## src/rtl/ysyx_23060075_lut_cache.sv

```systemverilog
// Writable key/value lookup table with a registered valid/ready lookup port.
// Misses return the default value sampled when the request is accepted.
module ysyx_23060075_lut_cache #(
    parameter int NR_KEY   = 4,
    parameter int KEY_LEN  = 8,
    parameter int DATA_LEN = 32,
    parameter int CNT_LEN  = $clog2(NR_KEY) + 1
) (
    input  logic                clk,
    input  logic                rst,
    input  logic                flush,
    input  logic                wr_en,
    input  logic [KEY_LEN-1:0]  wr_key,
    input  logic [DATA_LEN-1:0] wr_data,
    input  logic                req_valid,
    output logic                req_ready,
    input  logic [KEY_LEN-1:0]  req_key,
    input  logic [DATA_LEN-1:0] default_out,
    output logic                resp_valid,
    input  logic                resp_ready,
    output logic [DATA_LEN-1:0] resp_data,
    output logic                resp_hit,
    output logic [CNT_LEN-1:0]  count
);

    localparam int IDX_W = $clog2(NR_KEY);

    logic [NR_KEY-1:0]   valid_q;
    logic [KEY_LEN-1:0]  key_q  [NR_KEY];
    logic [DATA_LEN-1:0] data_q [NR_KEY];
    logic [IDX_W-1:0]    vptr_q;
    logic [CNT_LEN-1:0]  count_q;

    logic [NR_KEY-1:0]   rd_match;
    logic [NR_KEY-1:0]   wr_match;
    logic [DATA_LEN-1:0] rd_data;
    logic                rd_hit;
    logic [IDX_W-1:0]    hit_idx;
    logic [IDX_W-1:0]    free_idx;
    logic [IDX_W-1:0]    wr_idx;
    logic                wr_hit;
    logic                full;
    logic                wr_do;
    logic                accept;

    always_comb begin
        rd_match = '0;
        wr_match = '0;
        for (int i = 0; i < NR_KEY; i++) begin
            rd_match[i] = valid_q[i] && (key_q[i] == req_key);
            wr_match[i] = valid_q[i] && (key_q[i] == wr_key);
        end
    end

    // Keys are unique, so a plain OR of the matching entries is the read data.
    always_comb begin
        rd_data  = '0;
        hit_idx  = '0;
        free_idx = '0;
        for (int i = 0; i < NR_KEY; i++) begin
            if (rd_match[i]) rd_data = rd_data | data_q[i];
            if (wr_match[i]) hit_idx = IDX_W'(i);
        end
        for (int i = NR_KEY - 1; i >= 0; i--) begin
            if (!valid_q[i]) free_idx = IDX_W'(i);
        end
    end

    assign rd_hit = |rd_match;
    assign wr_hit = |wr_match;
    assign full   = &valid_q;
    assign wr_do  = wr_en && !flush;
    assign wr_idx = wr_hit ? hit_idx : (full ? vptr_q : free_idx);

    always_ff @(posedge clk) begin
        if (wr_do) begin
            key_q[wr_idx]  <= wr_key;
            data_q[wr_idx] <= wr_data;
        end
    end

    always_ff @(posedge clk or posedge rst) begin
        if (rst) begin
            valid_q <= '0;
            vptr_q  <= '0;
            count_q <= '0;
        end else if (flush) begin
            valid_q <= '0;
            vptr_q  <= '0;
            count_q <= '0;
        end else if (wr_en && !wr_hit) begin
            if (full) begin
                vptr_q <= vptr_q + IDX_W'(1);
            end else begin
                valid_q[free_idx] <= 1'b1;
                count_q           <= count_q + CNT_LEN'(1);
            end
        end
    end

    assign req_ready = !resp_valid || resp_ready;
    assign accept    = req_valid && req_ready;

    always_ff @(posedge clk or posedge rst) begin
        if (rst) begin
            resp_valid <= 1'b0;
            resp_data  <= '0;
            resp_hit   <= 1'b0;
        end else if (accept) begin
            resp_valid <= 1'b1;
            resp_hit   <= rd_hit;
            resp_data  <= rd_hit ? rd_data : default_out;
        end else if (resp_ready) begin
            resp_valid <= 1'b0;
        end
    end

    assign count = count_q;

endmodule

```

## config.mk

```make
export PLATFORM = sky130hd
export DESIGN_NAME = ysyx_23060075_lut_cache
export DESIGN_NICKNAME = d
export VERILOG_FILES = /design/src/rtl/ysyx_23060075_lut_cache.sv
export SDC_FILE = /design/constraint.sdc
export NUM_CORES = 1
export LEC_CHECK = 0
export CAP_MARGIN = 20
export CORE_UTILIZATION = 30
export CTS_CLUSTER_DIAMETER = 120
export DETAILED_ROUTE_END_ITERATION = 16
export PLACE_DENSITY = 0.57
export SETUP_SLACK_MARGIN = 0.5
export SYNTH_ARGS = -nofsm -noshare
export SYNTH_HDL_FRONTEND = slang
export SYNTH_SLANG_ARGS = --single-unit
export TNS_END_PERCENT = 10
```

## constraint.sdc

```tcl
create_clock -name clk -period 6.81 [get_ports clk]
set_clock_uncertainty 0.15 [all_clocks]
set_input_delay 1.0215 -clock clk [delete_from_list [all_inputs] [get_ports clk]]
set_output_delay 1.0215 -clock clk [all_outputs]
set_load 0.005 [all_outputs]
```

# [Word level (Yosys, flattened, before mapping)]
# Memories as Yosys holds them, arrays and structs flattened.
# Cells that the tools add are included.
[word_totals] reg_bits=43 latch_bits=0 ram_bits=160 romBits=0 out_inout_bits=38 n_memories=2
[classes] add_sub_neg=2 mul=0 n_div=0 magnitude_cmp=2 n_eq_ne=9 shift=0 mux=29 bitwise=4 n_reduce_logical=24
[mem_list] memory="data_q" depth=4 word_bits=32 rd=4 rd_clocked_by_memory_dff=0 write_ports=1 line_no="30" rtl="logic [DATA_LEN-1:0] data_q [NR_KEY];"
[mem_list] memory="key_q" depth=4 word_bits=8 rd=4 rd_clocked_by_memory_dff=0 write_ports=1 line_no="29" rtl="logic [KEY_LEN-1:0] key_q [NR_KEY];"
[op_table] operator="$mux 32" n=5
[op_table] operator="$or 32x32->32" n=3
[op_table] operator="$eq 8x8->1" n=8
[op_table] operator="$mux 2" n=11
[op_table] operator="$logic_and 1x1->1" n=12
[op_table] operator="$mux 4" n=3
[op_table] operator="$mux 3" n=3
[op_table] operator="$reduce_or 4->1" n=2
[op_table] operator="$mux 1" n=6
[op_table] operator="$reduce_bool 2->1" n=3
[op_table] operator="$or 4x4->4" n=1
[op_table] operator="$reduce_and 2->1" n=2
[op_table] operator="$reduce_and 4->1" n=1
[op_table] operator="$add 3x1->3 const B" n=1
[op_table] operator="$logic_not 1->1" n=3
[op_table] operator="$lt 2x3->1 const B" n=1
[op_table] operator="$add 2x1->2 const B" n=1
[op_table] operator="$demux 1 s2" n=1
[op_table] operator="$ge 2x1->1 const B" n=1
[op_table] operator="$ne 2x2->1 const B" n=1
[op_table] operator="$logic_or 1x1->1" n=1

# [Logic depth before layout (Yosys ltp)]
# Gate-level depths: netlist (run 1).
[depth] depth_word=12 ltp_mapped=8

# [Worst setup path before layout (run 1)]
# Ideal clock, no wire load.
[synth_timing] path_kind="in2reg" startpoint="in wr_key[5]" endpoint="mem data_q[3][0], enable pin" t_arrival_ns=3.854 slack_ns=2.364 stages=6 path_buffers=0 path_cell_list="xor2_1 > nor4_1 > nand4_1 > a21boi_1 > o21ai_1 > nor2b_1"
[synth_between] elab_chain_len=6 word_cells_on_any_way=13
[synth_lines] item="from (decl)" line_no="13" rtl="input logic [KEY_LEN-1:0] wr_key,"
[synth_lines] item="$eq 8x8->1" line_no="51" rtl="wr_match[i] = valid_q[i] && (key_q[i] == wr_key);"
[synth_lines] item="$logic_and 1x1->1" line_no="51"
[synth_lines] item="$mux 1" line_no="62" rtl="if (wr_match[i]) hit_idx = IDX_W'(i);"
[synth_lines] item="$mux 2 (2 in series)" line_no="62"
[synth_lines] item="$mux 2 *" line_no="73" rtl="assign wr_idx = wr_hit ? hit_idx : (full ? vptr_q : free_idx);"
[synth_lines] item="to (decl)" line_no="30"
# Every way passes the cells marked *; elsewhere a longest branch is shown, timed or not.

# [Worst setup path after layout (run 1)]
[layout_timing] startpoint="in wr_key[6]" endpoint="mem data_q[3][19], enable pin"
# Same word-level chain as after synthesis.

==> results.txt, run 1 <==
----------------------------------------------------
[Status]
  Status ... finished, final reports clean

[Worst setup path]
  Start point of the critical path ... wr_key[6]
  CP Buf/Inv Count ... 2
  Setup Crit Path Kind ... in2reg
  Internal reg-to-reg setup slack ... 3.20 ns
  Top Family by Delay on Critical Path ... simple AND/OR/NAND/NOR gates
  Slowest-stage cell, CP ... nor2b_4
  Arrival time worst endpoint ... 4.38 ns
  Element type at the critical path start ... input pin
  Data required time at the worst endpoint ... 6.84 ns
  Largest fanout on the critical path ... 26
  Critical path's largest stage delay ... around 0.86 ns
  Element type at the critical path end ... flop
  Cell-by-cell trace of the critical path ... clkdlybuf4s50_1 > xor2_1 > nor4_1 > nand4_1 > a21boi_1 > o21ai_1 > nor2b_4 > buf_4
  Crit Reg-Reg Startpoint ... key_q[1][5]

[Power]
  Clk pwr share ... 0.412
  Cell internal power dissipation ... 2.20 mW
  Cell leakage power ... 3.65 nW
  Power density over the cells ... 264 nW/µm²
  Switching Fraction ... 0.218
  Combinational fraction of design power ... 0.086
  Worst-case vdd ir drop ... 0.233 mV
  Net switching power ... 612 µW
  Portion of total power attributed to sequential cells ... 0.502

[Timing]
  Count of endpoints failing hold in the final timing report ... 0
  Max frequency ... 230 MHz
  Total setup violations reported at the end of the flow ... 0
  RSZ-0062 raised after global routing ... false
  Part of the cycle the worst path needs ... 0.639
  Min cycle time layout ... ~4.3 ns
  Slew Viols, Final ... 0
  Slew HR ... 0.315
  Setup TNS ... 0 ns
  Slew at the pin closest to its max-slew limit ... about 1 ns

[Clock network]
  Number of resized instances in the post-cts repair step ... 0
  Clock latency of the later-clocked register in the worst-skew pair ... 0.50 ns
  CTS tree ... built
  Cts bufs inserted ... 23
  Num Clock Sinks ... 203
  H-Tree Depth ... 1
  Clock tree buffer depth ... 3
  Hold-fix buffers, CTS ... 0
  Clock-pin transition on the worst setup and hold timing paths ... 0.06 ns
  Library cell used as clock root buffer ... clkbuf_16
  # Post-CTS Setup Buffers ... 0

[Drt]
  WL/cell ... 19.6 µm
  Number of vias in the routed layout ... between 5000 and 6000
  Count of routing violations after the opening detailed-route iteration ... 337
  Post-detailed-route DRC marker count ... 0
  Mean number of vias per cell ... ~4.9
  Total length of routed wires ... 20200 µm
  Detail Route Antenna Nets ... 0
  Number of iterations in the first detailed-routing pass ... 5

[Synth]
  Cell types with the largest area share after synthesis ... edfxtp_1, dfrtp_1, a22oi_1
  Gate Count Post-Synth ... around 540
  Number of library cell types mapped by synthesis ... 38
  Total standard cell area after synthesis ... 8270 µm²
  Share of the synthesized area in the top cell type ... 0.581
  Mean Syn Cell Area ... 15.3 µm²
  Number of enable-type register cells in the synthesized netlist ... 160
  Post-Syn Nets ... approximately 630
  Most instantiated flip-flop cell in the synthesis netlist ... edfxtp_1
  Cell taking the most area after synthesis ... edfxtp_1
  Sequential area share after synthesis ... 0.711
  Fraction of registers with async set or reset after synthesis ... 0.212
  Ys Warns ... 0
  Number of synthesized register bits ... just over 200

[Floorplan]
  Core Area ... 27000 µm²
  Initial core utilization ... 0.306
  Ports ... 124
  Die outline area ... about 28000 µm²
  DIE WIDTH ... 168 µm
  Number of cell rows ... 60
  Y dimension of the die ... 168 µm

[Finish]
  Filler Cells Inserted ... about 2500
  Fraction of layout cells with a size suffix above 1 ... 0.0900
  Most frequent standard cell in the layout excluding fill and tap cells ... edfxtp_1
  Growth of design area from synthesis to finish ... 28.5%
  Final net count ... 760
  Core occupancy in the finished layout ... 0.393
  Commonest cells after routing, fill and taps aside ... edfxtp_1, clkdlybuf4s50_1, a22oi_1

[Global route]
  GRT overflow ... 0
  Most used routing layer in global routing ... met2
  Number of global-route vias before repair ... 5512
  Met1 usage ... 0.187
  First-pass GRT wire length ... between 30000 and 40000 µm
  GR Layer Usage met3 ... 0.0287
  Antenna violations before repair ... 1
  Pin count of the biggest net entering global routing ... 44
  Met2 routing resource usage after global routing ... 0.257
  Total routing resource utilization after global routing ... 0.147

[Min path]
  Source of the worst hold timing path ... resp_hit
  Min-Delay Path Class ... reg2reg

[Run]
  Max Cap Violations ... 0

[Placement]
  Post-DP HPWL ... 13400 µm
  Final RePlAce weighted congestion ... 0.902
  Count of input and output buffers ... 123

----------------------------------------------------
==> path summary, 6_finish.rpt <==
path / to / cells after the start
max in group asynchronous: count[2] / 3
min in group asynchronous: resp_valid / 2
setup / recovery: data_q[3][19] / 8
setup reg to reg: data_q[3][19] / 7
hold / removal: resp_hit / 2
hold reg to reg: resp_hit / 2
==> tightest hold or removal path: stages, from the launching register on <==
cell and delay [ns]:
dfrtp_1 0.34, nand2_1 0.05, nand2_1 0.06
==> through the flow <==
| step | hold slack (ns) | power [mW] | setup slack (ns) | area, µm² | std cells |
|---|---|---|---|---|---|
| 2_1_floorplan | 0.321 | 1.53 | 2.36 | 8270 | 542 |
| 3_3_place_gp | 0.327 | 1.67 | 2.03 | 9900 | 988 |
| 6_report | 0.329 | 2.81 | 2.46 | 10600 | 1031 |
| 5_1_grt | 0.395 | 2.91 | 2.21 | 10600 | 1030 |
| 4_1_cts | 0.333 | 2.85 | 2.43 | 10600 | 1029 |
| 3_5_place_dp | 0.317 | 1.68 | 1.93 | 9900 | 988 |
==> sequential cells by signal, indices dropped and copies added, names as in the netlist <==
register    flops
data_q        128
resp_valid      1
resp_hit        1
count           3
valid_q         4
resp_data      32
vptr_q          2
key_q          32
==> cells in the mapped netlist, drive strengths merged, types with 2 or more instances <==
cell type  instances
nand2b             7
dfrtp             43
edfxtp           160
or3                3
clkbuf            14
nor2               9
a21oi             37
and2              33
a211o             32
nand4             11
xor2              30
buf               14
nand2              9
nor3               6
inv                5
o21ai              5
nor4               6
nand3              7
xnor2             34
o31ai              2
a22oi             64
nor2b              3
==> per-layer routing <==
metal | wire length [µm] | share of wire | vias to the layer above
met1 | 8730 | 0.43 | 2540
met5 | 0 | 0 | -
met3 | 1140 | 0.056 | 24
met4 | 356 | 0.018 | 0
met2 | 10000 | 0.49 | 155
li1 | - | - | 2351
==> cells by family (layout without fill, tap and decap cells) <==
kind of cell	Yosys count	count (layout)	share of synthesized area
AO/OA/AOI/OAI	144	144	0.126
XOR/XNOR	64	64	0.0678
adder cells (fa/ha/maj)	1	1	0.00151
buffers and inverters	33	180	0.0200
flip-flops	203	203	0.711
multiplexers	2	2	0.00257
other	0	1	0
AND/OR/NAND/NOR	95	95	0.0715
==> power groups by stage <==
stage / clock network, mW / logic (mW) / registers, mW
floorplan: 0 / 0.0921 / 1.44
global placement: 0 / 0.238 / 1.43
detailed placement: 0 / 0.243 / 1.44
CTS: 1.19 / 0.244 / 1.41
global route: 1.23 / 0.261 / 1.42
finish: 1.16 / 0.240 / 1.41
==> final cells by class <==
cell class / count / area, µm² / area share
clock buffers: 27 / 601 / 0.0565
well taps: 341 / 427 / 0.0401
repair buffers: 134 / 1330 / 0.125
flip-flops and latches: 203 / 5880 / 0.553
multi-input cells: 306 / 2270 / 0.213
diodes: 1 / 2.50 / 0.000235
clock inverters: 14 / 105 / 0.00989
inverters: 5 / 18.8 / 0.00177
Power figures use the tool's default switching activity.
==> run 2: changes to the inputs <==
PLACE_DENSITY = 0.59   (was 0.57)
clock period = 3.52 ns   (was 6.81 ns; I/O delays follow)
==> run 2 against run 1 <==
Effect of this change: die area stayed put; wire length is 1.8% lower; non-clock buffer count is 21 higher; global-route usage is 0.40 points lower; critical path type unchanged; first-iteration DRC count is 11% lower; largest power group unchanged; combinational power is 100% higher; sequential cell count stayed put; hold slack worse by 0.098 ns; cell count is 2.2% higher; critical endpoint is now resp_data[3].
==> results.txt, run 2 (synthesized netlist as in run 1, its figures left out) <==
----------------------------------------------------
[Worst setup path]
  Data required time at the worst endpoint ... 3.82 ns (was 6.84 ns)
  Element type at the critical path start ... input pin (unchanged)
  Worst Reg2Reg Path Length in Cells ... 8 (was 7)
  CP Buf/Inv Count ... 3 (was 2)
  Cell-by-cell trace of the critical path ... clkdlybuf4s50_1 > xnor2_1 > nand4_1 > nor4_4 > buf_4 > o41ai_4 > buf_12 > a21oi_1 > a211o_1 (was clkdlybuf4s50_1 > xor2_1 > nor4_1 > nand4_1 > a21boi_1 > o21ai_1 > nor2b_4 > buf_4)
  Internal reg-to-reg setup slack ... 0.94 ns (was 3.20 ns)
  Arrival time worst endpoint ... 3.04 ns (was 4.38 ns)
  Largest fanout on the critical path ... 33 (was 26)
  Element type at the critical path end ... flop (unchanged)
  Slowest-stage cell, CP ... clkdlybuf4s50_1 (was nor2b_4)
  Crit Reg-Reg Startpoint ... key_q[3][0] (was key_q[1][5])
  Top Family by Delay on Critical Path ... buffers and inverters (was simple AND/OR/NAND/NOR gates)
  Worst reg2reg path endpoint ... resp_data[3] (was data_q[3][19])
  Setup Crit Path Kind ... in2reg (unchanged)
  Critical path's largest stage delay ... 0.63 ns (was 0.86 ns)

[Power]
  Portion of total power attributed to sequential cells ... 0.485 (was 0.502)
  Combinational fraction of design power ... 0.086 (about the same)
  Cell leakage power ... 3.82 nW (was 3.65 nW)
  Power density over the cells ... 513 nW/µm² (was 264 nW/µm²)
  Cell internal power dissipation ... 4.42 mW (was 2.20 mW)
  Net switching power ... 1.20 mW (was 612 µW)
  Worst-case vdd ir drop ... 0.261 mV (was 0.233 mV)
  Switching Fraction ... 0.214 (was 0.218)
  Clk pwr share ... 0.429 (was 0.412)

[Clock network]
  Hold-fix buffers, CTS ... 0 (unchanged)
  Library cell used as clock root buffer ... clkbuf_16 (unchanged)
  Clock tree buffer depth ... 3 (unchanged)
  H-Tree Depth ... 1 (unchanged)
  # Post-CTS Setup Buffers ... 0 (unchanged)
  Clock-pin transition on the worst setup and hold timing paths ... 0.06 ns (about the same)
  Num Clock Sinks ... 203 (unchanged)
  Cts bufs inserted ... 24 (was 23)
  Clock latency of the later-clocked register in the worst-skew pair ... 0.51 ns (was 0.50 ns)
  Number of resized instances in the post-cts repair step ... 0 (unchanged)
  CTS tree ... built (unchanged)

[Drt]
  Post-detailed-route DRC marker count ... 0 (unchanged)
  Total length of routed wires ... 19900 µm (was 20200 µm)
  Number of iterations in the first detailed-routing pass ... 4 (was 5)
  Mean number of vias per cell ... 4.80 (was 4.92)
  Detail Route Antenna Nets ... 0 (unchanged)
  Number of vias in the routed layout ... 5062 (was 5070)
  Count of routing violations after the opening detailed-route iteration ... 300 (was 337)
  WL/cell ... 18.9 µm (was 19.6 µm)

[Floorplan]
  DIE WIDTH ... 168 µm (unchanged)
  Initial core utilization ... 0.306 (unchanged)
  Die outline area ... 28200 µm² (unchanged)
  Number of cell rows ... 60 (unchanged)
  Core Area ... 27000 µm² (unchanged)
  Ports ... 124 (unchanged)
  Y dimension of the die ... 168 µm (unchanged)

[Finish]
  Fraction of layout cells with a size suffix above 1 ... 0.118 (was 0.0900)
  # diodes ... 0 (was 1)
  Max reg flops ... 128 (unchanged)
  Most flop-heavy register ... data_q (unchanged)
  Commonest cells after routing, fill and taps aside ... edfxtp_1, clkdlybuf4s50_1, a22oi_1 (unchanged)
  Core occupancy in the finished layout ... 0.406 (was 0.393)
  Final net count ... 782 (was 760)
  Leading registers by flop count ... data_q x128, key_q x32, resp_data x32 (unchanged)
  Most frequent standard cell in the layout excluding fill and tap cells ... edfxtp_1 (unchanged)
  Filler Cells Inserted ... 2493 (was 2489)
  Growth of design area from synthesis to finish ... 32.6% (was 28.5%)

[Global route]
  Pin count of the biggest net entering global routing ... 44 (unchanged)
  Number of global-route vias before repair ... 5388 (was 5512)
  Antenna violations before repair ... 1 (unchanged)
  First-pass GRT wire length ... 31100 µm (was 32100 µm)
  GRT overflow ... 0 (unchanged)
  Total routing resource utilization after global routing ... 0.143 (was 0.147)

[Timing]
  Min Hold Slack ... 0.231 ns (was 0.329 ns)
  Slew HR ... 0.630 (was 0.315)
  Total setup violations reported at the end of the flow ... 0 (unchanged)
  RSZ-0062 raised after global routing ... false (unchanged)
  Min cycle time layout ... 2.74 ns
  Slew Viols, Final ... 0 (unchanged)
  Part of the cycle the worst path needs ... 0.779
  Slew at the pin closest to its max-slew limit ... 0.555 ns (was 1.02 ns)
  Count of endpoints failing hold in the final timing report ... 0 (unchanged)
  Max frequency ... approximately 360 MHz
  Setup TNS ... 0 ns (unchanged)

[Run]
  Max Cap Violations ... 0 (unchanged)

[Placement]
  Final RePlAce weighted congestion ... 0.798 (was 0.902)
  Post-DP HPWL ... 13300 µm (was 13400 µm)
  Count of input and output buffers ... 123 (unchanged)

[Min path]
  Min-Delay Path Class ... in2async (was reg2reg)

[Status]
  Status ... finished, final reports clean (unchanged)

----------------------------------------------------
run 2: area by class of cell:
class	instances	area (µm²)	share of cell area
clock buffers	32	651	0.0593
clock inverters	12	129	0.0117
inverters	5	18.8	0.00171
multi-input cells	306	2270	0.207
flip-flops and latches	203	5880	0.536
well taps	341	427	0.0389
repair buffers	155	1600	0.146
run 2: worst max path at each step:
stage               start  depth (start not counted)  slack (ns)             to
4_1_cts        req_key[4]                          9        0.71  resp_data[29]
6_report       req_key[7]                          9        0.78   resp_data[3]
3_3_place_gp   req_key[7]                          9        0.18  resp_data[29]
5_1_grt        req_key[4]                          9        0.56   resp_data[3]
2_1_floorplan   wr_key[5]                          6        0.24   data_q[3][0]
3_5_place_dp   req_key[4]                          9        0.18  resp_data[29]
run 2: layer usage:
metal	vias to the layer above	global-route usage	part of all wire
li1	2398	-	-
met1	2512	0.197	0.46
met2	133	0.236	0.48
met3	19	0.0270	0.048
met4	0	0.0289	0.014
met5	-	0	0
run 2: per-stage QoR:
step	cell area [µm²]	cells	setup slack, ns	power [mW]
global route	11000	1054	0.560	5.84
floorplan	8280	542	0.242	2.96
finish	11000	1054	0.777	5.63
CTS	11000	1053	0.708	5.69
global placement	10200	1009	0.177	3.26
detailed placement	10200	1009	0.182	3.27
run 2: power by group through the flow:
stage               Combinational [mW]  Sequential [mW]  Clock, mW
floorplan                        0.179             2.78          0
global route                     0.523             2.74       2.57
CTS                              0.490             2.73       2.47
global placement                 0.484             2.78          0
finish                           0.483             2.73       2.41
detailed placement               0.487             2.78          0
